==> config.mk <==
export PLATFORM = sky130hd
export DESIGN_NAME = ram_port_arbiter_flat
export DESIGN_NICKNAME = d
export VERILOG_FILES = /design/src/rtl/ram_port_arbiter_if.sv /design/src/rtl/ram_port_arbiter.sv /design/src/flat_wrapper.sv
export SDC_FILE = /design/constraint.sdc
export NUM_CORES = 1
export LEC_CHECK = 0
export CAP_MARGIN = 5
export CORE_MARGIN = 3
export CORE_UTILIZATION = 43
export CTS_BUF_LIST = sky130_fd_sc_hd__clkbuf_4
export DETAILED_ROUTE_END_ITERATION = 8
export GPL_TIMING_DRIVEN = 0
export PLACE_DENSITY = 0.83
export REMOVE_ABC_BUFFERS = 1
export SETUP_SLACK_MARGIN = 0.05
export SYNTH_ARGS = -nofsm -noshare
export SYNTH_HDL_FRONTEND = slang
export SYNTH_SLANG_ARGS = --single-unit
export TNS_END_PERCENT = 100
==> constraint.sdc <==
create_clock -name clk -period 2.7 [get_ports clk]
set_clock_uncertainty 0.2 [all_clocks]
set_input_delay 0.405 -clock clk [delete_from_list [all_inputs] [get_ports clk]]
set_output_delay 0.405 -clock clk [all_outputs]
set_load 0.02 [all_outputs]
==> src/rtl/ram_port_arbiter_if.sv <==
// Requester-side bus of the RAM port arbiter: one instance per requester.
interface ram_port_arbiter_if;
  localparam int unsigned ADDR_W = 8;
  localparam int unsigned DATA_W = 8;

  logic              req;
  logic              we;
  logic [ADDR_W-1:0] addr;
  logic [DATA_W-1:0] wdata;
  logic              gnt;
  logic              rvalid;
  logic [DATA_W-1:0] rdata;

  modport master (output req, we, addr, wdata, input gnt, rvalid, rdata);
  modport slave  (input req, we, addr, wdata, output gnt, rvalid, rdata);
endinterface

==> src/rtl/ram_port_arbiter.sv <==
// Round-robin arbiter with burst cap sharing one synchronous RAM port between
// two requesters; returns read data to the issuing requester two cycles after grant.
module ram_port_arbiter #(
  parameter int unsigned MAX_BURST = 4
) (
  input  logic                clk,
  input  logic                rst,
  ram_port_arbiter_if.slave   port0,
  ram_port_arbiter_if.slave   port1,
  output logic                ram_we,
  output logic [7:0]          ram_addr,
  output logic [7:0]          ram_wd,
  input  logic [7:0]          ram_dout
);
  localparam int unsigned CNT_W  = 4;
  localparam int unsigned ADDR_W = 8;
  localparam int unsigned DATA_W = 8;
  localparam logic [CNT_W-1:0] BURST_MAX = CNT_W'(MAX_BURST);

  logic              owner;
  logic [CNT_W-1:0]  burst_cnt;
  logic              rd_pend;
  logic              rd_id;
  logic [ADDR_W-1:0] last_addr;
  logic [DATA_W-1:0] last_wd;
  logic              rvalid0_q, rvalid1_q;
  logic [DATA_W-1:0] rdata0_q, rdata1_q;

  logic              grant;
  logic              winner;
  logic              win_we;
  logic [ADDR_W-1:0] win_addr;
  logic [DATA_W-1:0] win_wd;

  // Winner selection: owner keeps the port under contention until its burst cap.
  always_comb begin
    grant  = 1'b0;
    winner = owner;
    if (!rst) begin
      case ({port1.req, port0.req})
        2'b01:   begin grant = 1'b1; winner = 1'b0; end
        2'b10:   begin grant = 1'b1; winner = 1'b1; end
        2'b11:   begin
          grant  = 1'b1;
          winner = (burst_cnt < BURST_MAX) ? owner : ~owner;
        end
        default: begin grant = 1'b0; winner = owner; end
      endcase
    end
  end

  // RAM port mux and grants; address/data hold the last grant when idle.
  always_comb begin
    win_we    = winner ? port1.we    : port0.we;
    win_addr  = winner ? port1.addr  : port0.addr;
    win_wd    = winner ? port1.wdata : port0.wdata;
    ram_we    = grant & win_we;
    ram_addr  = grant ? win_addr : last_addr;
    ram_wd    = grant ? win_wd   : last_wd;
    port0.gnt = grant & ~winner;
    port1.gnt = grant &  winner;
  end

  // Ownership and saturating burst counter; an idle cycle clears the burst.
  always_ff @(posedge clk or posedge rst) begin
    if (rst) begin
      owner     <= 1'b0;
      burst_cnt <= '0;
      last_addr <= '0;
      last_wd   <= '0;
    end else if (grant) begin
      last_addr <= win_addr;
      last_wd   <= win_wd;
      if (winner == owner) begin
        burst_cnt <= (burst_cnt < BURST_MAX) ? burst_cnt + CNT_W'(1) : BURST_MAX;
      end else begin
        owner     <= winner;
        burst_cnt <= CNT_W'(1);
      end
    end else begin
      burst_cnt <= '0;
    end
  end

  // Read-return pipeline: capture ram_dout one cycle after a read grant.
  always_ff @(posedge clk or posedge rst) begin
    if (rst) begin
      rd_pend   <= 1'b0;
      rd_id     <= 1'b0;
      rvalid0_q <= 1'b0;
      rvalid1_q <= 1'b0;
      rdata0_q  <= '0;
      rdata1_q  <= '0;
    end else begin
      rd_pend   <= grant & ~win_we;
      rd_id     <= winner;
      rvalid0_q <= rd_pend & ~rd_id;
      rvalid1_q <= rd_pend &  rd_id;
      if (rd_pend && !rd_id) rdata0_q <= ram_dout;
      if (rd_pend &&  rd_id) rdata1_q <= ram_dout;
    end
  end

  assign port0.rvalid = rvalid0_q;
  assign port0.rdata  = rdata0_q;
  assign port1.rvalid = rvalid1_q;
  assign port1.rdata  = rdata1_q;

endmodule

==> src/flat_wrapper.sv <==
// flat-port wrapper written by rule: the top's interface ports become plain ports
module ram_port_arbiter_flat 
#(
  parameter int unsigned MAX_BURST = 4
)
  (clk, rst, ram_we, ram_addr, ram_wd, ram_dout, port0_req, port0_we, port0_addr, port0_wdata, port0_gnt, port0_rvalid, port0_rdata, port1_req, port1_we, port1_addr, port1_wdata, port1_gnt, port1_rvalid, port1_rdata);
  ram_port_arbiter_if port0_i ();
  ram_port_arbiter_if port1_i ();
  input  logic clk;
  input  logic rst;
  output logic ram_we;
  output logic [7:0] ram_addr;
  output logic [7:0] ram_wd;
  input  logic [7:0] ram_dout;
  input wire logic [$bits(port0_i.req)-1:0] port0_req;
  input wire logic [$bits(port0_i.we)-1:0] port0_we;
  input wire logic [$bits(port0_i.addr)-1:0] port0_addr;
  input wire logic [$bits(port0_i.wdata)-1:0] port0_wdata;
  output wire logic [$bits(port0_i.gnt)-1:0] port0_gnt;
  output wire logic [$bits(port0_i.rvalid)-1:0] port0_rvalid;
  output wire logic [$bits(port0_i.rdata)-1:0] port0_rdata;
  input wire logic [$bits(port1_i.req)-1:0] port1_req;
  input wire logic [$bits(port1_i.we)-1:0] port1_we;
  input wire logic [$bits(port1_i.addr)-1:0] port1_addr;
  input wire logic [$bits(port1_i.wdata)-1:0] port1_wdata;
  output wire logic [$bits(port1_i.gnt)-1:0] port1_gnt;
  output wire logic [$bits(port1_i.rvalid)-1:0] port1_rvalid;
  output wire logic [$bits(port1_i.rdata)-1:0] port1_rdata;
  assign port0_i.req = port0_req;
  assign port0_i.we = port0_we;
  assign port0_i.addr = port0_addr;
  assign port0_i.wdata = port0_wdata;
  assign port0_gnt = port0_i.gnt;
  assign port0_rvalid = port0_i.rvalid;
  assign port0_rdata = port0_i.rdata;
  assign port1_i.req = port1_req;
  assign port1_i.we = port1_we;
  assign port1_i.addr = port1_addr;
  assign port1_i.wdata = port1_wdata;
  assign port1_gnt = port1_i.gnt;
  assign port1_rvalid = port1_i.rvalid;
  assign port1_rdata = port1_i.rdata;
  ram_port_arbiter #(.MAX_BURST(MAX_BURST)) u_core (.clk(clk), .rst(rst), .port0(port0_i), .port1(port1_i), .ram_we(ram_we), .ram_addr(ram_addr), .ram_wd(ram_wd), .ram_dout(ram_dout));
endmodule
==> impl_metrics.env <==
export IMPL_status="complete, but fails checks"
export IMPL_violations="negative setup slack"
export IMPL_clk_path_buf_depth=2
export IMPL_synthTopCellsByArea="dfrtp_1 (57%), mux2_2 (11%), a221o_2 (8.7%)"
export IMPL_grt_max_degree=42
export IMPL_syn_to_final_growth_pct=62.7
export IMPL_num_vias=1494
export IMPL_fin_crit_ns=2.73
export IMPL_use_met3_pct=7.24
export IMPL_crit_required_ns=2.10
export IMPL_crit_start="u_core.owner"
export IMPL_cts_root_buffer="clkbuf_4"
export IMPL_synth_top_cell_by_area="dfrtp_1"
export IMPL_final_period_utilization_pct=101
export IMPL_synth_area_per_cell_um2=13.5
export IMPL_seqCellArea_um2=1030
export IMPL_wl_per_cell_um=17.2
export IMPL_multi_input_area_um2=797
export IMPL_ios=83
export IMPL_yosysWarnings=0
export IMPL_port_buffers=82
export IMPL_ys_flop_type="dfrtp_1"
export IMPL_via_per_inst=5.34
export IMPL_max_clock_freq_mhz=366
export IMPL_ys_seq_elements=41
export IMPL_grt_antenna_before_repair=0
export IMPL_drt_total_wl_mm=4.81
export IMPL_drive_gt1_share_pct=36.6
export IMPL_grtUsageMet2_pct=33.3
export IMPL_start_util_pct=47.1
export IMPL_combPwrFrac_pct=40.0
export IMPL_seqPwrFrac_pct=40.4
export IMPL_syn_area_um2=1810
export IMPL_drtPass1Iterations=4
export IMPL_r2r_start="u_core.owner"
export IMPL_synth_seq_area_share_pct=56.6
export IMPL_antenna_left=0
export IMPL_hold_viol=0
export IMPL_hp_start="u_core.port1.rdata[1]"
export IMPL_pre_cts_ws_ns=-1.17
export IMPL_swShare_pct=31.3
export IMPL_die_x_um=71.0
export IMPL_placed_cells=258
export IMPL_grt_setup_unrepaired="true"
export IMPL_synth_edf_count=0
export IMPL_finalWorstSetupSlack_ns=-0.0312
export IMPL_nFillCells=237
export IMPL_dpl_instance_area_um2=2650
export IMPL_relSlewSlack_pct=44.8
export IMPL_synthCells=134
export IMPL_critPathMaxFanout=10
export IMPL_cp_start_kind="register"
export IMPL_die_area_um2=5030
export IMPL_grt_pass1_vias=1590
export IMPL_grt_use_total_pct=20.4
export IMPL_numCtsBuffers=5
export IMPL_final_cell_area_um2=2950
export IMPL_n_antenna_cell=0
export IMPL_p_leak_uw=0.00129
export IMPL_power_switching_uw=626
export IMPL_synthArstFlopShare_pct=100
export IMPL_synth_cell_types=28
export IMPL_htree_levels=2
export IMPL_cts_sinks=41
export IMPL_core_area_um2=3850
export IMPL_grt_overflow_total=0
export IMPL_p_int_uw=1380
export IMPL_die_h_um=71.0
export IMPL_synth_most_common_cell="dfrtp_1"
export IMPL_setup_tns_ns=-0.0619
export IMPL_busiest_layer="met2"
export IMPL_grt_pass1_wl_mm=7.91
export IMPL_gp_congestion=0.837
export IMPL_rows=22
export IMPL_clockPowerShare_pct=19.6
export IMPL_end_kind="primary output"
export IMPL_stdcell_count=280
export IMPL_p_per_area_nw_per_um2=678
export IMPL_final_util_pct=76.6
export IMPL_rrSetupSlack_ns=0.54
export IMPL_critical_path_class="register to primary output"
export IMPL_vdd_drop_max_uv=337
export IMPL_drt_iter0_markers=53
export IMPL_cp_arrival_ns=2.13
export IMPL_synth_top_cell_area_share_pct=56.6
export IMPL_clock_latency_ns=0.36
export IMPL_finalNetCount=278
export IMPL_hold_path_class="register to register"
export IMPL_grtUsageMet1_pct=25.0
export IMPL_clk_pin_slew_ns=0.12
export IMPL_route_detailed_drc=0
export IMPL_maxCapViolations=0
export IMPL_worst_pin_slew_ns=0.827
export IMPL_cts_tree="yes"
export IMPL_yosys_top_cells_count="dfrtp_1 (41), mux2_2 (18), and2_1 (17), a221o_2 (14)"
export IMPL_dp_hpwl_mm=3.05
export IMPL_drv_slew=0
export IMPL_setup_viol=4
-- kinds of logic after synthesis --
kind of cell / share of synthesized area, %
other: 0.207
AO/OA/AOI/OAI: 14.3
flip-flops: 56.6
AND/OR/NAND/NOR: 11.7
multiplexers: 13.0
adder cells (fa/ha/maj): 0.690
buffers and inverters: 3.52
-- power groups by stage --
stage                     clock network, uW  registers, uW  logic, uW
after CTS                               404            808        772
after global placement                    0            807        721
after global routing                    436            827        850
after detailed placement                  0            818        734
after floorplan                           0            913        264
final                                   392            809        801
-- area by class of cell --
type	count	area share, %
Sequential cell	41	34.9
Timing Repair Buffer	95	32.8
Multi-Input combinational cell	83	27.0
Tap cell	48	2.03
Clock inverter	3	1.40
Clock buffer	5	1.27
Inverter	5	0.636
-- cells in the final DEF (no fill, tap or decap), drive strengths merged --
cell / count
nor4b: 2
nor3: 3
nor2: 3
o21bai: 1
clkbuf: 5
nand2b: 1
inv: 5
or3: 2
mux2: 18
ha: 1
dfrtp: 41
a311oi: 2
nand2: 5
clkinv: 1
o211a: 1
o21ai: 1
bufinv: 1
a21oi: 3
dlygate4sd2: 3
clkdlybuf4s15: 1
a31o: 1
mux2i: 1
a221o: 16
buf: 31
mux4: 1
nand4: 2
o21ba: 1
conb: 1
and2: 17
clkdlybuf4s50: 60
clkinvlp: 1
-- critical path, cell delays in order, from the launching register on --
cell,delay [ns]
dfrtp_2,0.48
or3_4,0.45
a311oi_4,0.26
buf_12,0.17
buf_4,0.11
a221o_2,0.17
buf_6,0.12
-- layer usage --
| layer | vias to the layer above | share of wire (%) |
|---|---|---|
| met5 | - | 0 |
| met4 | 0 | 2.0 |
| met3 | 9 | 10 |
| met2 | 89 | 49 |
| met1 | 698 | 39 |
| li1 | 698 | - |
-- state kept, by name (all words and copies together), names as in the netlist --
name / flops
u_core.burst_cnt: 4
u_core.last_wd: 8
u_core.rd_pend: 1
u_core.owner: 1
u_core.last_addr: 8
u_core.rd_id: 1
u_core.port0.rvalid: 1
u_core.port1.rdata: 8
u_core.port0.rdata: 8
u_core.port1.rvalid: 1
-- metrics by stage --
step	hold WS, ns	power [uW]
after global routing	0.338	2110
after detailed placement	0.295	1550
after floorplan	0.356	1180
final	0.314	2000
after global placement	0.286	1530
after CTS	0.321	1980
-- repair_timing --
action | CTS | global route
resized for setup | 108 | 18
buffers inserted | 12 | 1
setup endpoints to repair | 19 | 19
pin swaps | 8 | 3
hold endpoints to repair | 0 | 0
cloned | 1 | 0
hold buffers | 0 | 0
-- path summary, 6_finish.rpt --
check,to,depth (start not counted)
max,ram_wd[7],6
max reg2reg,u_core.burst_cnt[2],5
min,u_core.port1.rdata[1],1
max in group asynchronous,u_core.burst_cnt[3],2
min in group asynchronous,u_core.last_addr[0],2
min reg2reg,u_core.port1.rdata[1],1
No activity file was read; power rests on OpenSTA's default activity.
==> RTL edit: new RTL, same settings <==
Change the localparam `CNT_W` from 4 to 5.
--- a/src/rtl/ram_port_arbiter.sv
+++ b/src/rtl/ram_port_arbiter.sv
@@ -12,7 +12,7 @@
   output logic [7:0]          ram_wd,
   input  logic [7:0]          ram_dout
 );
-  localparam int unsigned CNT_W  = 4;
+  localparam int unsigned CNT_W  = 5;
   localparam int unsigned ADDR_W = 8;
   localparam int unsigned DATA_W = 8;
   localparam logic [CNT_W-1:0] BURST_MAX = CNT_W'(MAX_BURST);
Behaviour: no difference found for any inputs over 10 cycles, from zero or initial values and one cycle with rst high; that may be too few to reach the edited logic, so the function may still have changed.
==> RTL edit against the unedited design <==
The run still ends with setup timing left; cell area grew 8.0%; die area grew 7.4%; critical path depth grew 1; first-iteration DRC count grew 83%; total power shrank 3.4%; cell count grew 21%; sequential power grew 0.5%; worst setup slack lost 0.042 ns; sequential cell count grew 1; wire length grew 29%; non-clock buffer count grew 22; synthesized area grew 8.1%; synthesized cell count grew 31%; critical endpoint is now ram_addr[0]; largest cell class is now buffers.
==> RTL edit: results (changes against the unedited design) <==
* Max IR drop VDD at 0.0003198 V (was 0.0003366 V)
* Fin worst setup slack at -0.07296 ns (was -0.03123 ns)
* HP Class: input port to async pin (was flop to flop)
* Final TNS setup at -0.2060 ns (was -0.06193 ns)
* Gpl congestion at 0.7929 (was 0.8372)
* Reg clk slew, reported paths at 0.13 ns
* Final WL at 6.213 mm (was 4.808 mm)
* Worst Path Arrival at 2.17 ns (was 2.13 ns)
* Worst reg2reg path depth at 8 (was 5)
* Share of cells above drive strength 1 at 0.3241 (was 0.3664)
* Top FF cell, synth: dfrtp_1 (unchanged)
* First-pass GRT wire length at 9.259 mm (was 7.914 mm)
* H-tree depth at 2 (unchanged)
* Via count at 1959 (was 1494)
* GR Util All Layers at 0.2258 (was 0.2043)
* R2R setup slack at 0.47 ns (was 0.54 ns)
* Largest net degree at the start of global routing at 40 (was 42)
* Worst-Skew Late Latency at 0.36 ns (about the same)
* Post-synth ARST share at 1.000 (unchanged)
* Initial antenna violation count at 0 (unchanged)
* First DRT Iteration DRCs at 97 (was 53)
* Synth warnings at 0 (unchanged)
* Final net count at 337 (was 278)
* Cts bufs inserted at 5 (unchanged)
* Antenna Cells at 0 (unchanged)
* Status: finished with violations (unchanged)
* Pin slew with the least headroom to its limit at 0.5306 ns (was 0.8272 ns)
* Vias in the first global route at 1872 (was 1590)
* Synth cell count leaders: dfrtp_1 (42), nand2_1 (33), o211ai_1 (18) (was dfrtp_1 (41), mux2_2 (18), and2_1 (17))
* Drt first pass iters at 4 (unchanged)
* IO Port Bufs at 82 (unchanged)
* Worst R2R End: u_core.last_addr[6] (was u_core.burst_cnt[2])
* Placed Area at 2810 sq um (was 2650 sq um)
* Post-DP HPWL at 3.347 mm (was 3.045 mm)
* Leak at 1.384 nW (was 1.288 nW)
* Top cells by area, synth: dfrtp_1 (54%), mux2_2 (9.2%), o2111ai_1 (7.1%) (was dfrtp_1 (57%), mux2_2 (11%), a221o_2 (8.7%))
* Sequential cell area fraction in the yosys report at 0.5357 (was 0.5655)
* CTS max path bufs at 2 (unchanged)
* Failing checks: setup timing (unchanged)
* Library cells used by synthesis at 37 (was 28)
* R2R Path Start: u_core.burst_cnt[4] (was u_core.owner)
* CP max FO at 4 (was 10)
* # fillers at 293 (was 237)
* Setup violators final at 5 (was 4)
* Clock root cell: clkbuf_4 (unchanged)
## RTL edit: cell count changes after synthesis, sizes merged, moves of 3 or more
| cell | unedited run | this run |
|---|---|---|
| buf | 3 | 7 |
| clkbuf | 3 | 6 |
| o211ai | 0 | 18 |
| and2 | 17 | 2 |
| o2111ai | 0 | 16 |
| a221o | 16 | 0 |
| nand2 | 5 | 33 |
## RTL edit: routing by layer
metal  vias up  part of all wire  global-route usage
met5         -                 0                   0
met2       100              0.51              0.3907
met4         0             0.028             0.08249
met1       954              0.39              0.2707
met3        20             0.074             0.05472
li1        885                 -                   -
## RTL edit: cell type report
type / instances / area, sq um / share of cell area
timing repair buffer: 117 / 1084 / 0.3400
sequential: 42 / 1056 / 0.3314
multi-input combinational: 119 / 912.1 / 0.2862
tap: 50 / 62.56 / 0.01963
clock buffer: 5 / 37.54 / 0.01178
inverter: 4 / 20.02 / 0.006282
clock inverter: 2 / 10.01 / 0.003141
timing repair inverter: 1 / 5.005 / 0.001570
## RTL edit: through the flow
stage | std cells | hold WS [ns] | setup slack, ns
after global placement | 295 | 0.2814 | -1.767
final | 340 | 0.008970 | -0.07296
after CTS | 330 | 0.009447 | -0.01829
after floorplan | 163 | 0.2681 | -0.1555
after detailed placement | 297 | 0.2883 | -1.124
after global routing | 340 | 0.006749 | -0.1376
## RTL edit: how the worst max path moves through the flow
stage	slack, ns	endpoint	cells after the start	startpoint
after floorplan	-0.16	ram_addr[0]	3	rst
after global placement	-1.77	ram_wd[1]	5	rst
after detailed placement	-1.12	ram_wd[1]	5	port0_req
after CTS	-0.02	ram_addr[2]	7	u_core.burst_cnt[3]
after global routing	-0.14	ram_addr[0]	7	u_core.burst_cnt[4]
final	-0.07	ram_addr[0]	7	u_core.burst_cnt[4]
## RTL edit: repair_timing
action / in CTS / in global routing
endpoints found under the setup margin: 19 / 19
pin swaps: 15 / 16
resized for setup: 105 / 14
hold buffers: 1 / 0
buffers inserted: 22 / 10
cloned: 3 / 0
endpoints found under the hold margin: 9 / 0
## RTL edit: critical path, stage by stage, from the launching register on
cell and delay, ns:
dfrtp_2 0.44, o41a_1 0.50, buf_4 0.18, a21oi_4 0.15
buf_4 0.14, buf_6 0.09, o211ai_1 0.11, buf_4 0.19
## RTL edit: logic make-up (layout without fill, tap and decap cells)
group	Yosys count	in the layout	synth area share
simple gates	51	51	0.1186
compound gates	47	49	0.2034
flops	42	42	0.5357
buf+inv	17	129	0.04208
mux	16	16	0.09184
fa+ha+maj	1	1	0.006377
other cells	1	2	0.001911
## RTL edit: power breakdown
| group | internal (W) | switching (W) |
|---|---|---|
| combinational | 0.000424 | 0.000398 |
| clock | 0.0000939 | 0.000205 |
| sequential | 0.000756 | 0.0000568 |
| total | 0.00127 | 0.000660 |
